--- src/rtl/vector_component_packer.sv ---
// -----------------------------------------------------------------------------
// vector_component_packer
//
// Packs four 16-bit components into one 64-bit vector register value
// {c3, c2, c1, c0} for the vector register file write port. The inverse of
// the vector component extractor.
//
// Optional feature, macro VCP_SCREEN_TO_WORLD_EN:
//   c3 (x) and c2 (y) are taken as screen-space pixel coordinates and are
//   converted back to world-space sign-magnitude 8.7 fixed point:
//     x: d = 2*px - 640             (px saturated to 640)
//     y: e = 640 - floor(16*py / 5) (py saturated to 400)
//   The divide uses a 13-cycle restoring shift-subtract divider, so a result
//   appears 14 cycles after the accepting edge. Without the macro every
//   component passes through untouched and the latency is 1 cycle.
//
// Ports:
//   clock           sole clock, rising edge
//   reset           synchronous, active-high reset
//   in_valid        input components present
//   in_ready        block can accept (high only in IDLE)
//   in_component0   packed to [15:0]
//   in_component1   packed to [31:16]
//   in_component2   y component, packed to [47:32]
//   in_component3   x component, packed to [63:48]
//   out_valid       out_vector_val holds a result
//   out_ready       consumer takes the result (only looked at in HOLD)
//   out_vector_val  {c3, c2, c1, c0}
// -----------------------------------------------------------------------------
module vector_component_packer (
    input  logic        clock,
    input  logic        reset,
    input  logic        in_valid,
    output logic        in_ready,
    input  logic [15:0] in_component0,
    input  logic [15:0] in_component1,
    input  logic [15:0] in_component2,
    input  logic [15:0] in_component3,
    output logic        out_valid,
    input  logic        out_ready,
    output logic [63:0] out_vector_val
);

    typedef enum logic [1:0] {
        IDLE = 2'd0,
        DIV  = 2'd1,
        HOLD = 2'd2
    } state_t;

    state_t      r_state;
    logic        r_out_valid;
    logic [63:0] r_out;

    assign in_ready       = (r_state == IDLE);
    assign out_valid      = r_out_valid;
    assign out_vector_val = r_out;

`ifdef VCP_SCREEN_TO_WORLD_EN

    localparam logic [9:0]  PX_MAX       = 10'd640;
    localparam logic [8:0]  PY_MAX       = 9'd400;
    localparam logic [3:0]  DIVISOR      = 4'd5;
    localparam logic [3:0]  LAST_DIV_CNT = 4'd12;
    localparam logic signed [13:0] WORLD_HALF = 14'sd640;

    // Pixel coordinates clamp to the screen edge; the sign bit is ignored.
    function automatic logic [9:0] sat_px(input logic [14:0] v);
        return (v > 15'(PX_MAX)) ? PX_MAX : v[9:0];
    endfunction

    function automatic logic [8:0] sat_py(input logic [14:0] v);
        return (v > 15'(PY_MAX)) ? PY_MAX : v[8:0];
    endfunction

    // Two's complement to sign-magnitude; zero always encodes as 0x0000.
    function automatic logic [15:0] sm_encode(input logic signed [13:0] d);
        logic [13:0] mag;
        mag = d[13] ? 14'(-d) : d;
        return {d[13], 1'b0, mag};
    endfunction

    logic [15:0] r_c0;
    logic [15:0] r_c1;
    logic [15:0] r_x;
    logic [12:0] r_dvd;
    logic [2:0]  r_rem;
    logic [12:0] r_quo;
    logic [3:0]  r_cnt;

    logic [9:0]         w_px;
    logic [8:0]         w_py;
    logic signed [13:0] w_x_d;
    logic [3:0]         w_rem_sh;
    logic               w_ge;
    logic [2:0]         w_rem_nxt;
    logic [12:0]        w_quo_nxt;
    logic signed [13:0] w_y_e;
    logic               w_unused_sign;

    assign w_unused_sign = in_component3[15] ^ in_component2[15];

    assign w_px  = sat_px(in_component3[14:0]);
    assign w_py  = sat_py(in_component2[14:0]);
    assign w_x_d = $signed({3'b000, w_px, 1'b0}) - WORLD_HALF;

    // One restoring step: bring down the next dividend bit, subtract 5 if it fits.
    assign w_rem_sh  = {r_rem, r_dvd[12]};
    assign w_ge      = (w_rem_sh >= DIVISOR);
    assign w_rem_nxt = w_ge ? 3'(w_rem_sh - DIVISOR) : w_rem_sh[2:0];
    assign w_quo_nxt = {r_quo[11:0], w_ge};

    // Quotient is at most 1280, so 640 - q stays within -640..640.
    assign w_y_e = WORLD_HALF - $signed({1'b0, w_quo_nxt});

    always_ff @(posedge clock) begin
        if (reset) begin
            r_state     <= IDLE;
            r_out_valid <= 1'b0;
            r_out       <= 64'h0;
            r_c0        <= 16'h0;
            r_c1        <= 16'h0;
            r_x         <= 16'h0;
            r_dvd       <= 13'h0;
            r_rem       <= 3'h0;
            r_quo       <= 13'h0;
            r_cnt       <= 4'h0;
        end else begin
            case (r_state)
                IDLE: begin
                    if (in_valid) begin
                        r_c0    <= in_component0;
                        r_c1    <= in_component1;
                        r_x     <= sm_encode(w_x_d);
                        r_dvd   <= {w_py, 4'b0000};
                        r_rem   <= 3'h0;
                        r_quo   <= 13'h0;
                        r_cnt   <= 4'h0;
                        r_state <= DIV;
                    end
                end
                DIV: begin
                    r_dvd <= {r_dvd[11:0], 1'b0};
                    r_rem <= w_rem_nxt;
                    r_quo <= w_quo_nxt;
                    r_cnt <= r_cnt + 4'd1;
                    // Final quotient bit is resolved this cycle; pack straight from it.
                    if (r_cnt == LAST_DIV_CNT) begin
                        r_out       <= {r_x, sm_encode(w_y_e), r_c1, r_c0};
                        r_out_valid <= 1'b1;
                        r_state     <= HOLD;
                    end
                end
                HOLD: begin
                    if (out_ready) begin
                        r_out_valid <= 1'b0;
                        r_state     <= IDLE;
                    end
                end
                default: begin
                    r_state <= IDLE;
                end
            endcase
        end
    end

`else

    always_ff @(posedge clock) begin
        if (reset) begin
            r_state     <= IDLE;
            r_out_valid <= 1'b0;
            r_out       <= 64'h0;
        end else begin
            case (r_state)
                IDLE: begin
                    if (in_valid) begin
                        r_out       <= {in_component3, in_component2,
                                        in_component1, in_component0};
                        r_out_valid <= 1'b1;
                        r_state     <= HOLD;
                    end
                end
                HOLD: begin
                    if (out_ready) begin
                        r_out_valid <= 1'b0;
                        r_state     <= IDLE;
                    end
                end
                // DIV has no role in the pass-through build.
                default: begin
                    r_state <= IDLE;
                end
            endcase
        end
    end

`endif

endmodule

--- config.mk ---
export PLATFORM = sky130hd
export DESIGN_NAME = vector_component_packer
export DESIGN_NICKNAME = d
export VERILOG_FILES = /design/src/rtl/vector_component_packer.sv
export SDC_FILE = /design/constraint.sdc
export NUM_CORES = 1
export LEC_CHECK = 0
export ABC_AREA = 0
export CORE_ASPECT_RATIO = 1.1
export CORE_MARGIN = 4
export CORE_UTILIZATION = 43
export DETAILED_ROUTE_END_ITERATION = 10
export PLACE_DENSITY = 0.8
export SYNTH_ARGS = -nofsm -noshare
export SYNTH_HDL_FRONTEND = slang
export SYNTH_SLANG_ARGS = --single-unit
--- constraint.sdc ---
create_clock -name clock -period 1.1 [get_ports clock]
set_input_delay 0.22 -clock clock [delete_from_list [all_inputs] [get_ports clock]]
set_output_delay 0.22 -clock clock [all_outputs]
set_load 0.02 [all_outputs]
# ---- Word level (Yosys, flattened, before mapping)
# Cells that the tools add are included.
# W data, S select, Z words.
dict set report word_totals {
  regBits 67
  output_inout_bits 66
  input_bits 68
}
dict set report classes {
  n_reduce_logical 5
  n_eq_ne 3
  mux 6
}
# cell count
set ops {}
lappend ops {{$mux W2} 2}
lappend ops {{$ne A2 B2 Y1 const B} 2}
lappend ops {{$pmux W2 S2} 1}
lappend ops {{$reduce_and A2 Y1} 2}
lappend ops {{$reduce_and A3 Y1} 1}
lappend ops {{$eq A2 B2 Y1 const B} 1}
lappend ops {{$logic_not A2 Y1} 1}
lappend ops {{$mux W1} 2}
lappend ops {{$pmux W1 S2} 1}
lappend ops {{$reduce_bool A2 Y1} 1}

# ---- Logic depth before layout (Yosys ltp)
dict set report depth {
  ltp_word 3
  mapped_depth 4
}

# ---- Worst setup path before layout
# Ideal clock, no wire load.
dict set report synth_path {
  path_type {flip-flop to flip-flop}
  startpoint {register, netlist name out_valid}
  endpoint {register r_out[19] (netlist: out_vector_val[19])}
  setup_slack_ps -2
  stages_incl_launch_ff 5
  setup_time_ps 116
  synth_period_minus_slack_ps 1102
  t_arrival_ps 986
  t_required_ps 984
  cell_sequence {dfxtp_1 > buf_6 > buf_2 > nand4bb_1 > o21ai_2}
}
# item line
set synth_rtl {}
lappend synth_rtl {{to (signal assigned)} 177} ;# r_out <= {in_component3, in_component2,
lappend synth_rtl {{to (decl)} 52} ;# logic [63:0] r_out;

==> metrics <==
status finished with violations; failing checks setup timing; total power around 6700 µW; initial antenna violation count 0; I/O Pins between 100 and 150; # port buffers roughly 130; wire per inst around 17 µm; DPL Wire Length between 5000 and 6000 µm; hold_buf cts 0; Root Driver clkbuf_8; Syn Inst Count between 200 and 300; vias in the first global route around 2800; Max-slew headroom 75.9%; via count 2734; sequential fraction of the synthesis area a little under 40%; endpoints failing hold 0; #FFs+latches synth between 60 and 70; sw frac ~25%; unrepaired setup endpoints after global routing yes; worst clock skew about 0.0067 ns; Sw Pwr 1710 µW; std cell rows 33; Core ar. about 7400 µm²; Worst path slowest cell dfxtp_4; LEAKAGE approximately 0.0020 µW; WS Path Type reg2reg; final WL 9100 µm; final core occ 66.4%; drt drc 0; Startpoint Class flip-flop; nets 509; worst setup path endpoint out_vector_val[2]; Worst Hold Launch reset; r2r startpoint out_valid; largest net degree at the start of global routing 70; gpl congestion between 0.7 and 0.8; diode count 0; cells on worst reg2reg path 5; worst endpoint data arrival time ~1.4 ns; post-route worst setup slack -0.0442 ns; number of CTS-inserted buffers 9; critical-path cell list buf_6, nor2b_4, buf_12, clkbuf_16, o21ai_2; Max Slew Vio Count 0; synth-to-layout area growth 51.0%; Final period util 104%; worst-skew pair later-pin latency 0.33 ns; Chip Height slightly below 100 µm; Avg Cell Area, Syn between 10 and 15 µm²; crit path time final about 1.1 ns; Synth Cell Area around 3300 µm²; CTS tree yes; clock share of power between 30% and 40%; clock sink count 65; Comb pwr share around 22%; DIE AREA 9070 µm²; Max VDD drop 0.925 mV; actual slew at the worst max-slew pin 0.362 ns; Reg clk slew, reported paths 0.07 ns; initial DRC count 89; R2R Path End out_vector_val[2]; critical path fanouts, max 8; # Max-Cap Violations 0; Total GRT Usage approximately a fifth; Final Setup Violations between 40 and 50; Die X ~91 µm; CP peak stage delay 0.37 ns; share of post-route cells with drive strength above 1 between 40% and 50%; reg2reg setup slack -0.04 ns; first-pass GRT wire length between 10000 and 15000 µm; Ys Warns 0; hold crit path type in2reg; Vias/cell about 5.1; fmax 874 MHz; Reg power frac about 39%; synthesized netlist net count ~360; CP startpoint out_valid; Pwr Density 1360 nW/µm²; initial core utilization 44.0%; Crit path required time between 1 and 1.5 ns; Yosys cell types 15; DR pass1 iterations 5; post-route ant nets 0; clock buffer depth 2; fillers 619; Max H-tree Level 3; CP Capture Type flip-flop; Pint about 5000 µW; GRT overflow 0
==> stage by stage <==
stage | setup WS [ns] | instances | hold slack, ns | instance area [µm²] | setup TNS [ns]
after global routing | -0.0699 | 533 | 0.373 | 4940 | -2.93
after global placement | -0.106 | 510 | 0.454 | 4690 | -5.57
after floorplan | 0.115 | 296 | 0.309 | 3270 | 0
after CTS | -0.0578 | 526 | 0.355 | 4640 | -1.49
final | -0.0442 | 533 | 0.362 | 4940 | -1.15
after detailed placement | -0.101 | 510 | 0.468 | 4690 | -6.55
==> critical path, delay by kind of cell (launching register included) <==
| kind | cells | cell delay, ns |
|---|---|---|
| flops | 1 | 0.37 |
| compound gates | 1 | 0.06 |
| buf+inv | 3 | 0.47 |
| simple gates | 1 | 0.14 |
==> cells by family (layout without fill, tap and decap cells) <==
group,Yosys count,after routing,share of synthesized area [%]
compound gates,65,65,17.1
flops,65,65,39.8
buf+inv,36,186,8.49
simple gates,130,130,34.7
==> synth_stat cells, drive strengths merged <==
master | count | share of area [%]
nand2b | 64 | 12
nor2b | 1 | 0.27
a211oi | 1 | 0.38
nand4bb | 64 | 22
dfxtp | 65 | 40
o21ai | 64 | 17
clkbuf | 8 | 0.96
nor2 | 1 | 0.11
inv | 1 | 0.11
buf | 27 | 7.4
==> repair_timing <==
action	in CTS	in global routing
gates cloned	0	5
pin swaps	1	40
resized for setup	271	55
endpoints found under the setup margin	130	96
buffers inserted	0	2
==> cells in the final DEF, fill, tap and decap left out <==
cell,Yosys,routed
buf_4,2,54
nor2_1,1,1
clkbuf_8,0,12
buf_12,6,5
o21ai_4,0,1
nand2b_1,64,64
clkinvlp_4,0,1
buf_6,2,3
clkbuf_16,0,4
dfxtp_1,65,54
inv_2,0,1
bufinv_16,0,3
o21ai_2,60,63
a211oi_2,1,1
nor2b_4,0,1
dfxtp_4,0,1
dfxtp_2,0,10
clkdlybuf4s50_1,0,65
nand4bb_1,64,64
buf_16,0,2
buf_2,17,36
==> flip-flops by register name (all words and copies together) (netlist names) <==
register,count
out_valid,1
out_vector_val,64
==> per-layer routing <==
layer,global-route usage [%],vias to the layer above,part of all wire (%)
li1,-,1356,-
met1,22.8,1286,42
met2,31.9,80,50
met3,6.51,12,6.1
met4,5.80,0,1.7
met5,0,-,0
==> area by class of cell <==
| cell class | instances | area (µm²) | area share, % |
|---|---|---|---|
| clock inverters | 4 | 97.6 | 1.98 |
| inverters | 1 | 3.75 | 0.0760 |
| repair buffers | 169 | 1530 | 30.9 |
| well taps | 87 | 109 | 2.20 |
| flip-flops and latches | 65 | 1320 | 26.7 |
| multi-input cells | 195 | 1720 | 34.8 |
| clock buffers | 12 | 165 | 3.35 |
==> worst min path at each step <==
stage	slack (ns)	cells after the start	end
floorplan	0.31	1	out_valid
global placement	0.45	2	out_vector_val[56]
detailed placement	0.47	2	out_vector_val[37]
CTS	0.35	3	out_valid
global route	0.37	3	out_valid
finish	0.36	3	out_valid
==> power groups by stage <==
stage / sequential (µW) / clock, µW / combinational [µW]
floorplan: 2830 / 0 / 607
global placement: 2640 / 0 / 1440
detailed placement: 2650 / 0 / 1460
CTS: 2590 / 2680 / 1330
global route: 2620 / 2770 / 1590
finish: 2600 / 2620 / 1490
Note: power is estimated with default switching activity, not from simulation.
